$ cat config.mk
export PLATFORM = sky130hd
export DESIGN_NAME = alarm_sched_flat
export DESIGN_NICKNAME = d
export VERILOG_FILES = /design/src/rtl/alarm_sched_pkg.sv /design/src/rtl/alarm_sched_if.sv /design/src/rtl/alarm_sched_time_tick_det.sv /design/src/rtl/alarm_sched.sv /design/src/flat_wrapper.sv
export SDC_FILE = /design/constraint.sdc
export NUM_CORES = 1
export LEC_CHECK = 0
export CAP_MARGIN = 20
export CORE_ASPECT_RATIO = 1.1
export CORE_MARGIN = 2
export CORE_UTILIZATION = 53
export CTS_CLUSTER_SIZE = 28
export DETAILED_ROUTE_END_ITERATION = 8
export PLACE_DENSITY_LB_ADDON = 0.12
export SLEW_MARGIN = 25
export SYNTH_ARGS = -nofsm -noshare
export SYNTH_HDL_FRONTEND = slang
export SYNTH_SLANG_ARGS = --single-unit
$ cat constraint.sdc
create_clock -name clk -period 2.46 [get_ports clk]
set_input_delay 0.492 -clock clk [delete_from_list [all_inputs] [get_ports clk]]
set_output_delay 0.492 -clock clk [all_outputs]
set_load 0.03 [all_outputs]
$ cat src/rtl/alarm_sched_pkg.sv
// Shared types, key codes and helpers for the alarm/chime scheduler.
// Optional hourly chime is built when ALARM_SCHED_CHIME_EN is defined.
package alarm_pkg;

  typedef enum logic [2:0] {
    IDLE,
    START,
    PLAY,
    SNOOZE,
    LOCKOUT
  } state_t;

  localparam logic [3:0] KEY_SNOOZE = 4'd11;
  localparam logic [3:0] KEY_CANCEL = 4'd0;

  localparam int unsigned TO_W = 29;

  // BCD 24 h hour -> binary 12 h hour (00 -> 12, 13 -> 1, 12 -> 12)
  function automatic logic [15:0] bcd_hour_to_12h(input logic [7:0] bcd);
    logic [7:0] h;
    h = ({4'd0, bcd[7:4]} * 8'd10) + {4'd0, bcd[3:0]};
    if (h == 8'd0)
      return 16'd12;
    else if (h > 8'd12)
      return {8'd0, h - 8'd12};
    else
      return {8'd0, h};
  endfunction

endpackage

$ cat src/rtl/alarm_sched_if.sv
// Buzzer-side handshake of the alarm scheduler: song request/ack and chime.
interface alarm_sched_if;
  logic        clock_en;
  logic        clock_ack;
  logic        beep_flag;
  logic [15:0] max_beep_times;

  modport master (
    output clock_en,
    output beep_flag,
    output max_beep_times,
    input  clock_ack
  );

  modport slave (
    input  clock_en,
    input  beep_flag,
    input  max_beep_times,
    output clock_ack
  );
endinterface

$ cat src/rtl/alarm_sched_time_tick_det.sv
// Time-event detector: registers the live BCD time, flags minute changes,
// the alarm match rising edge and (with ALARM_SCHED_CHIME_EN) hour rollover.
module time_tick_det
  import alarm_pkg::*;
(
  input  logic        clk,
  input  logic        rst,
  input  logic [23:0] i_now_time,
  input  logic [15:0] i_alarm_time,
  input  logic        i_alarm_arm,
  output logic        o_min_tick,
  output logic        o_match_edge
`ifdef ALARM_SCHED_CHIME_EN
  ,
  output logic        o_hour_roll,
  output logic [7:0]  o_hour
`endif
);

  logic       w_match;
  logic [7:0] w_min_prev;
  logic       r_match;
  logic       r_match_d;

  assign w_match      = i_alarm_arm && (i_now_time[23:8] == i_alarm_time) &&
                        (i_now_time[7:0] == 8'h00);
  assign o_min_tick   = (i_now_time[15:8] != w_min_prev);
  assign o_match_edge = r_match && !r_match_d;

  // match history: one event per minute of equality
  always_ff @(posedge clk or posedge rst) begin
    if (rst) begin
      r_match   <= 1'b0;
      r_match_d <= 1'b0;
    end else begin
      r_match   <= w_match;
      r_match_d <= r_match;
    end
  end

`ifdef ALARM_SCHED_CHIME_EN
  logic [15:0] r_mmss;
  logic [7:0]  r_hour;
  logic        r_hour_roll;

  // Roll is registered once so it lines up with the match edge.
  always_ff @(posedge clk or posedge rst) begin
    if (rst) begin
      r_mmss      <= '0;
      r_hour      <= '0;
      r_hour_roll <= 1'b0;
    end else begin
      r_mmss      <= i_now_time[15:0];
      r_hour      <= i_now_time[23:16];
      r_hour_roll <= (i_now_time[15:0] == 16'h0000) && (r_mmss != 16'h0000);
    end
  end

  assign w_min_prev  = r_mmss[15:8];
  assign o_hour_roll = r_hour_roll;
  assign o_hour      = r_hour;
`else
  logic [7:0] r_min;

  // registered minute copy for tick detection
  always_ff @(posedge clk or posedge rst) begin
    if (rst) r_min <= '0;
    else     r_min <= i_now_time[15:8];
  end

  assign w_min_prev = r_min;
`endif

endmodule

$ cat src/rtl/alarm_sched.sv
// Alarm scheduler top: starts songs on alarm match with repeat, snooze,
// cancel and ack timeout. Hourly chime is built with ALARM_SCHED_CHIME_EN.
module alarm_sched
  import alarm_pkg::*;
#(
  parameter int unsigned RING_REPEAT = 3,
  parameter int unsigned SNOOZE_MIN  = 5,
  parameter int unsigned ACK_TIMEOUT = 480_000_000
) (
  input  logic          clk,
  input  logic          rst,
  input  logic [23:0]   now_time,
  input  logic [15:0]   alarm_time,
  input  logic          alarm_arm,
  input  logic          key_valid,
  input  logic [3:0]    key_value,
  alarm_sched_if.master bus,
  output logic          ringing
);

  localparam logic [TO_W-1:0] TO_LAST  = TO_W'(ACK_TIMEOUT - 1);
  localparam logic [3:0]      REP_LAST = 4'(RING_REPEAT);
  localparam logic [5:0]      SNZ_LAST = 6'(SNOOZE_MIN - 1);
  localparam logic [5:0]      SNZ_FULL = 6'(SNOOZE_MIN);

  logic w_min_tick;
  logic w_match_edge;
  logic w_ack_rise;
  logic w_cancel;
  logic w_snooze;

  state_t          r_state;
  logic [3:0]      r_rep;
  logic [5:0]      r_snz;
  logic [TO_W-1:0] r_to;
  logic            r_clock_en;
  logic            r_ringing;
  logic            r_ack_s1;
  logic            r_ack_s2;
  logic            r_ack_s3;

`ifdef ALARM_SCHED_CHIME_EN
  logic       w_hour_roll;
  logic [7:0] w_hour;
`endif

  time_tick_det u_tick (
    .clk          (clk),
    .rst          (rst),
    .i_now_time   (now_time),
    .i_alarm_time (alarm_time),
    .i_alarm_arm  (alarm_arm),
    .o_min_tick   (w_min_tick),
    .o_match_edge (w_match_edge)
`ifdef ALARM_SCHED_CHIME_EN
    ,
    .o_hour_roll  (w_hour_roll),
    .o_hour       (w_hour)
`endif
  );

  assign w_cancel   = key_valid && (key_value == KEY_CANCEL);
  assign w_snooze   = key_valid && (key_value == KEY_SNOOZE);
  assign w_ack_rise = r_ack_s2 && !r_ack_s3;

  // two-stage ack synchroniser plus edge history
  always_ff @(posedge clk or posedge rst) begin
    if (rst) begin
      r_ack_s1 <= 1'b0;
      r_ack_s2 <= 1'b0;
      r_ack_s3 <= 1'b0;
    end else begin
      r_ack_s1 <= bus.clock_ack;
      r_ack_s2 <= r_ack_s1;
      r_ack_s3 <= r_ack_s2;
    end
  end

  // Ring FSM; clock_en/ringing are set with the transition into the state
  // that owns them, so both are registered.
  always_ff @(posedge clk or posedge rst) begin
    if (rst) begin
      r_state    <= IDLE;
      r_rep      <= '0;
      r_snz      <= '0;
      r_to       <= '0;
      r_clock_en <= 1'b0;
      r_ringing  <= 1'b0;
    end else begin
      r_clock_en <= 1'b0;
      if (!alarm_arm) begin
        r_state   <= IDLE;
        r_rep     <= '0;
        r_snz     <= '0;
        r_to      <= '0;
        r_ringing <= 1'b0;
      end else begin
        case (r_state)
          IDLE: begin
            if (w_match_edge) begin
              r_state    <= START;
              r_rep      <= '0;
              r_clock_en <= 1'b1;
              r_ringing  <= 1'b1;
            end
          end
          START, PLAY: begin
            if (w_cancel) begin
              r_state   <= LOCKOUT;
              r_ringing <= 1'b0;
            end else if (w_snooze) begin
              r_state <= SNOOZE;
              r_snz   <= '0;
            end else if (r_state == START) begin
              r_state <= PLAY;
              r_to    <= '0;
            end else if (w_ack_rise || (r_to == TO_LAST)) begin
              r_rep <= r_rep + 4'd1;
              if (r_rep + 4'd1 == REP_LAST) begin
                r_state   <= LOCKOUT;
                r_ringing <= 1'b0;
              end else begin
                r_state    <= START;
                r_clock_en <= 1'b1;
              end
            end else begin
              r_to <= r_to + 1'b1;
            end
          end
          SNOOZE: begin
            if (w_cancel) begin
              r_state   <= LOCKOUT;
              r_ringing <= 1'b0;
            end else if (w_min_tick) begin
              if (r_snz == SNZ_LAST) begin
                r_snz      <= SNZ_FULL;
                r_state    <= START;
                r_rep      <= '0;
                r_clock_en <= 1'b1;
              end else begin
                r_snz <= r_snz + 6'd1;
              end
            end
          end
          LOCKOUT: begin
            if (now_time[23:8] != alarm_time) begin
              r_state <= IDLE;
              r_rep   <= '0;
              r_snz   <= '0;
              r_to    <= '0;
            end
          end
          default: begin
            r_state   <= IDLE;
            r_ringing <= 1'b0;
          end
        endcase
      end
    end
  end

  assign bus.clock_en = r_clock_en;
  assign ringing      = r_ringing;

`ifdef ALARM_SCHED_CHIME_EN
  logic        r_beep;
  logic [15:0] r_max_beep;

  // hourly chime, only while not ringing; a coincident alarm edge wins
  always_ff @(posedge clk or posedge rst) begin
    if (rst) begin
      r_beep     <= 1'b0;
      r_max_beep <= '0;
    end else begin
      r_beep <= 1'b0;
      if (w_hour_roll && !w_match_edge &&
          ((r_state == IDLE) || (r_state == LOCKOUT))) begin
        r_beep     <= 1'b1;
        r_max_beep <= bcd_hour_to_12h(w_hour);
      end
    end
  end

  assign bus.beep_flag      = r_beep;
  assign bus.max_beep_times = r_max_beep;
`else
  assign bus.beep_flag      = 1'b0;
  assign bus.max_beep_times = '0;
`endif

endmodule

$ cat src/flat_wrapper.sv
// flat-port wrapper written by rule: the top's interface ports become plain ports
module alarm_sched_flat import alarm_pkg::*;
#(
  parameter int unsigned RING_REPEAT = 3,
  parameter int unsigned SNOOZE_MIN  = 5,
  parameter int unsigned ACK_TIMEOUT = 480_000_000
)
  (clk, rst, now_time, alarm_time, alarm_arm, key_valid, key_value, ringing, bus_clock_en, bus_beep_flag, bus_max_beep_times, bus_clock_ack);
  alarm_sched_if bus_i ();
  input  logic clk;
  input  logic rst;
  input  logic [23:0] now_time;
  input  logic [15:0] alarm_time;
  input  logic alarm_arm;
  input  logic key_valid;
  input  logic [3:0] key_value;
  output logic ringing;
  output wire logic [$bits(bus_i.clock_en)-1:0] bus_clock_en;
  output wire logic [$bits(bus_i.beep_flag)-1:0] bus_beep_flag;
  output wire logic [$bits(bus_i.max_beep_times)-1:0] bus_max_beep_times;
  input wire logic [$bits(bus_i.clock_ack)-1:0] bus_clock_ack;
  assign bus_clock_en = bus_i.clock_en;
  assign bus_beep_flag = bus_i.beep_flag;
  assign bus_max_beep_times = bus_i.max_beep_times;
  assign bus_i.clock_ack = bus_clock_ack;
  alarm_sched #(.RING_REPEAT(RING_REPEAT), .SNOOZE_MIN(SNOOZE_MIN), .ACK_TIMEOUT(ACK_TIMEOUT)) u_core (.clk(clk), .rst(rst), .now_time(now_time), .alarm_time(alarm_time), .alarm_arm(alarm_arm), .key_valid(key_valid), .key_value(key_value), .bus(bus_i), .ringing(ringing));
endmodule
==> flow_summary.toml <==
[worst_setup_path]
critPathMaxStageDelay_ns = 0.41
cp.required_ns = 2.68
critPathKind = "reg -> reg"
crit_path_start_kind = "register"
arrival_ns = 2.53
path_cells = "ha_1 -> nand2_1 -> nor3_4 -> a41oi_2 -> nor4_4 -> o21ai_4 -> a221o_1"
crit_fanout = 5
endpoint_kind = "register"
crit_slowest_cell = "nor4_4"

[synthesis]
ys.flop_type = "dfrtp_1"
synth_top_family_by_area = "simple AND/OR/NAND/NOR gates"
synthAdderAreaFrac = 0.0165
synth_top_area_frac = 0.376
async_reset_ff_frac = 1.00
synth-compound-area-share = 0.194
synth_xor_area_frac = 0.0600
ys_ff_latch = 57
yosys-mux-area-fraction = 0.0109
synth_area_leaders = "dfrtp_1 38%, xnor2_1 6.0%, a221o_1 4.0%"
ys_seq_area_frac = 0.376
synth_edf_count = 0
synth_top_area_cell = "dfrtp_1"
synth_simple_gate_area_frac = 0.272
syn-cell-area_mm2 = 0.00379
synth_cells = 409
synth.avg_cell_area_um2 = 9.28
ys_types = 62
ys_warn_count = 0

[die]
placement_rows = 32
core_mm2 = 0.00697
die_y_um = 92.7
start_util = 0.545
pin_count = 68
dieWidth_um = 84.7
die-area_mm2 = 0.00785

[sta]
fmax_mhz = 433
hold_viol = 0
tns_ns = 0
rsz0062_at_grt = "false"
relSlewSlack = 0.656
worst_pin_slew_ns = 0.516
fin_worst_skew_ns = 0.00755
period_share = 0.938
setup_violations = 0
drv_slew = 0
fin_crit_ns = 2.31

[cells_and_area]
layout.nets = 543
mostFrequentLayoutCells = "57 x dfrtp_1, 50 x clkdlybuf4s50_1, 35 x buf_4, 28 x nor3_1, 27 x nand2_1"
final_common_cell = "dfrtp_1"
fin_cells = 578
finalInstanceArea_mm2 = 0.00474
drive_above_1_share = 0.144
num_antenna_cells = 0
area_growth_syn_to_layout_pct = 24.8

[power]
clkPwrFrac = 0.266
cellLeakagePower_uw = 0.00198
switching_power_uw = 1110
powerDensity_mw_per_mm2 = 645
pwr-share-seq = 0.340
sw_frac_of_total = 0.365
ir_drop_v = 0.000349
pwr-share-comb = 0.393
intPower_uw = 1940

[placed_design]
placed_cells = 563
portBuffers = 50
placed_area_mm2 = 0.00456
dp_hpwl_mm = 7.14
place_congestion = 0.869

[grt]
antenna_found_initial = 0
grt_pass1_vias = 3417
grt_remaining_overflow = 0
grt_max_degree = 29
grt.total_usage = 0.257
grt_pass1_wl_mm = 16.2

[route]
ant_nets = 0
wire_per_inst_um = 16.3
via_per_inst = 6.07
wirelength_mm = 9.41
firstDrtPassIters = 5
route.detailed.drc = 0
vias = 3506
first_iter_violations = 227

[hold_path]
hold_class = "reg -> reg"

[clocking]
cts_buffers = 9
cts_buffer_depth = 2
cts_root_buf = "clkbuf_8"
clk_pin_slew_ns = 0.06
cts_max_level = 3
cts-hold-fix-buffers = 0
post_cts_resized = 0
post-cts-setup-buffers = 0
cts_sinks = 57
clock_latency_ns = 0.35
cts_tree = "built"

[flow_run]
maxCapViolCount = 0

[outcome]
outcome = "finished clean"
final timing paths:
| check | from | endpoint | slack (ns) | depth (start not counted) |
|---|---|---|---|---|
| min reg2reg | u_core.u_tick.r_match$_DFF_PP0_ | u_core.u_tick.r_match_d$_DFF_PP0_ | 0.37 | 0 |
| min in group asynchronous | rst | u_core.u_tick.r_min[1]$_DFF_PP0_ | 0.50 | 2 |
| max reg2reg | u_core.r_to[0]$_DFFE_PP0P_ | u_core.r_rep[2]$_DFFE_PP0P_ | 0.15 | 7 |
| max | u_core.r_to[0]$_DFFE_PP0P_ | u_core.r_rep[2]$_DFFE_PP0P_ | 0.15 | 7 |
| max in group asynchronous | rst | u_core.r_ack_s3$_DFF_PP0_ | 1.42 | 3 |
| min | u_core.u_tick.r_match$_DFF_PP0_ | u_core.u_tick.r_match_d$_DFF_PP0_ | 0.37 | 0 |
cell families (layout without fill, tap and decap cells):
| kind of cell | after synthesis | in the layout |
|---|---|---|
| mux | 3 | 3 |
| fa+ha+maj | 5 | 5 |
| compound gates | 94 | 94 |
| buf+inv | 44 | 112 |
| xor+xnor | 26 | 26 |
| simple gates | 179 | 179 |
| flops | 57 | 57 |
| other cells | 1 | 17 |
synth_stat cells, drive strengths merged, types with 7 or more instances:
cell type and instances:
o21ai 19, a221o 15, buf 28, a22oi 9, nor4 10, and3 17, nand2b 10, nand2 27
o2bb2ai 10, nand4 19, nor3 29, nand3 20, xnor2 26, dfrtp 57, clkbuf 7, inv 9
nor2 20
routing by layer:
layer  global-route usage  share of wire
met1                0.305           0.41
met2                0.457           0.53
met3               0.0455          0.040
met4                0.102          0.022
met5                    0              0
worst max-delay path: cells and delay by family (launching register included):
| kind | cells | cell delay, ns |
|---|---|---|
| and+or+nand+nor | 3 | 0.86 |
| adders and majority gates | 1 | 0.23 |
| DFF | 1 | 0.38 |
| AOI/OAI and AO/OA | 3 | 0.71 |
layout make-up:
cell class | instances | area [um^2]
clock buffers | 13 | 169
clock inverters | 2 | 12.5
fillers | 584 | 2230
inverters | 9 | 33.8
multi-input cells | 324 | 2170
flip-flops and latches | 57 | 1430
well taps | 85 | 106
repair buffers | 88 | 823
registers in the layout (all words and copies together), names as in the netlist:
signal and count:
u_core.r_to 29, u_core.u_tick.r_min 8, u_core.r_snz 6, u_core.r_rep 4, u_core.r_state 3, u_core.bus.clock_en 1, u_core.r_ack_s1 1, u_core.r_ack_s2 1
u_core.r_ack_s3 1, u_core.ringing 1, u_core.u_tick.r_match 1, u_core.u_tick.r_match_d 1
per-stage QoR:
step	setup WS (ns)	hold WS [ns]	total power [uW]	util
after detailed placement	-0.101	0.361	2250	0.654
after global placement	-0.0671	0.332	2240	0.654
after global routing	0.0625	0.392	3240	0.680
after CTS	0.169	0.376	3070	0.680
final	0.153	0.370	3060	0.680
after floorplan	0.293	0.331	1830	-
power groups by stage:
stage	Clock, uW	Sequential [uW]	Combinational [uW]
3_5_place_dp	0	1060	1190
4_1_cts	839	1040	1200
2_1_floorplan	0	1060	776
5_1_grt	887	1050	1310
6_report	814	1040	1200
3_3_place_gp	0	1050	1190
(Power assumes the default switching activity.)
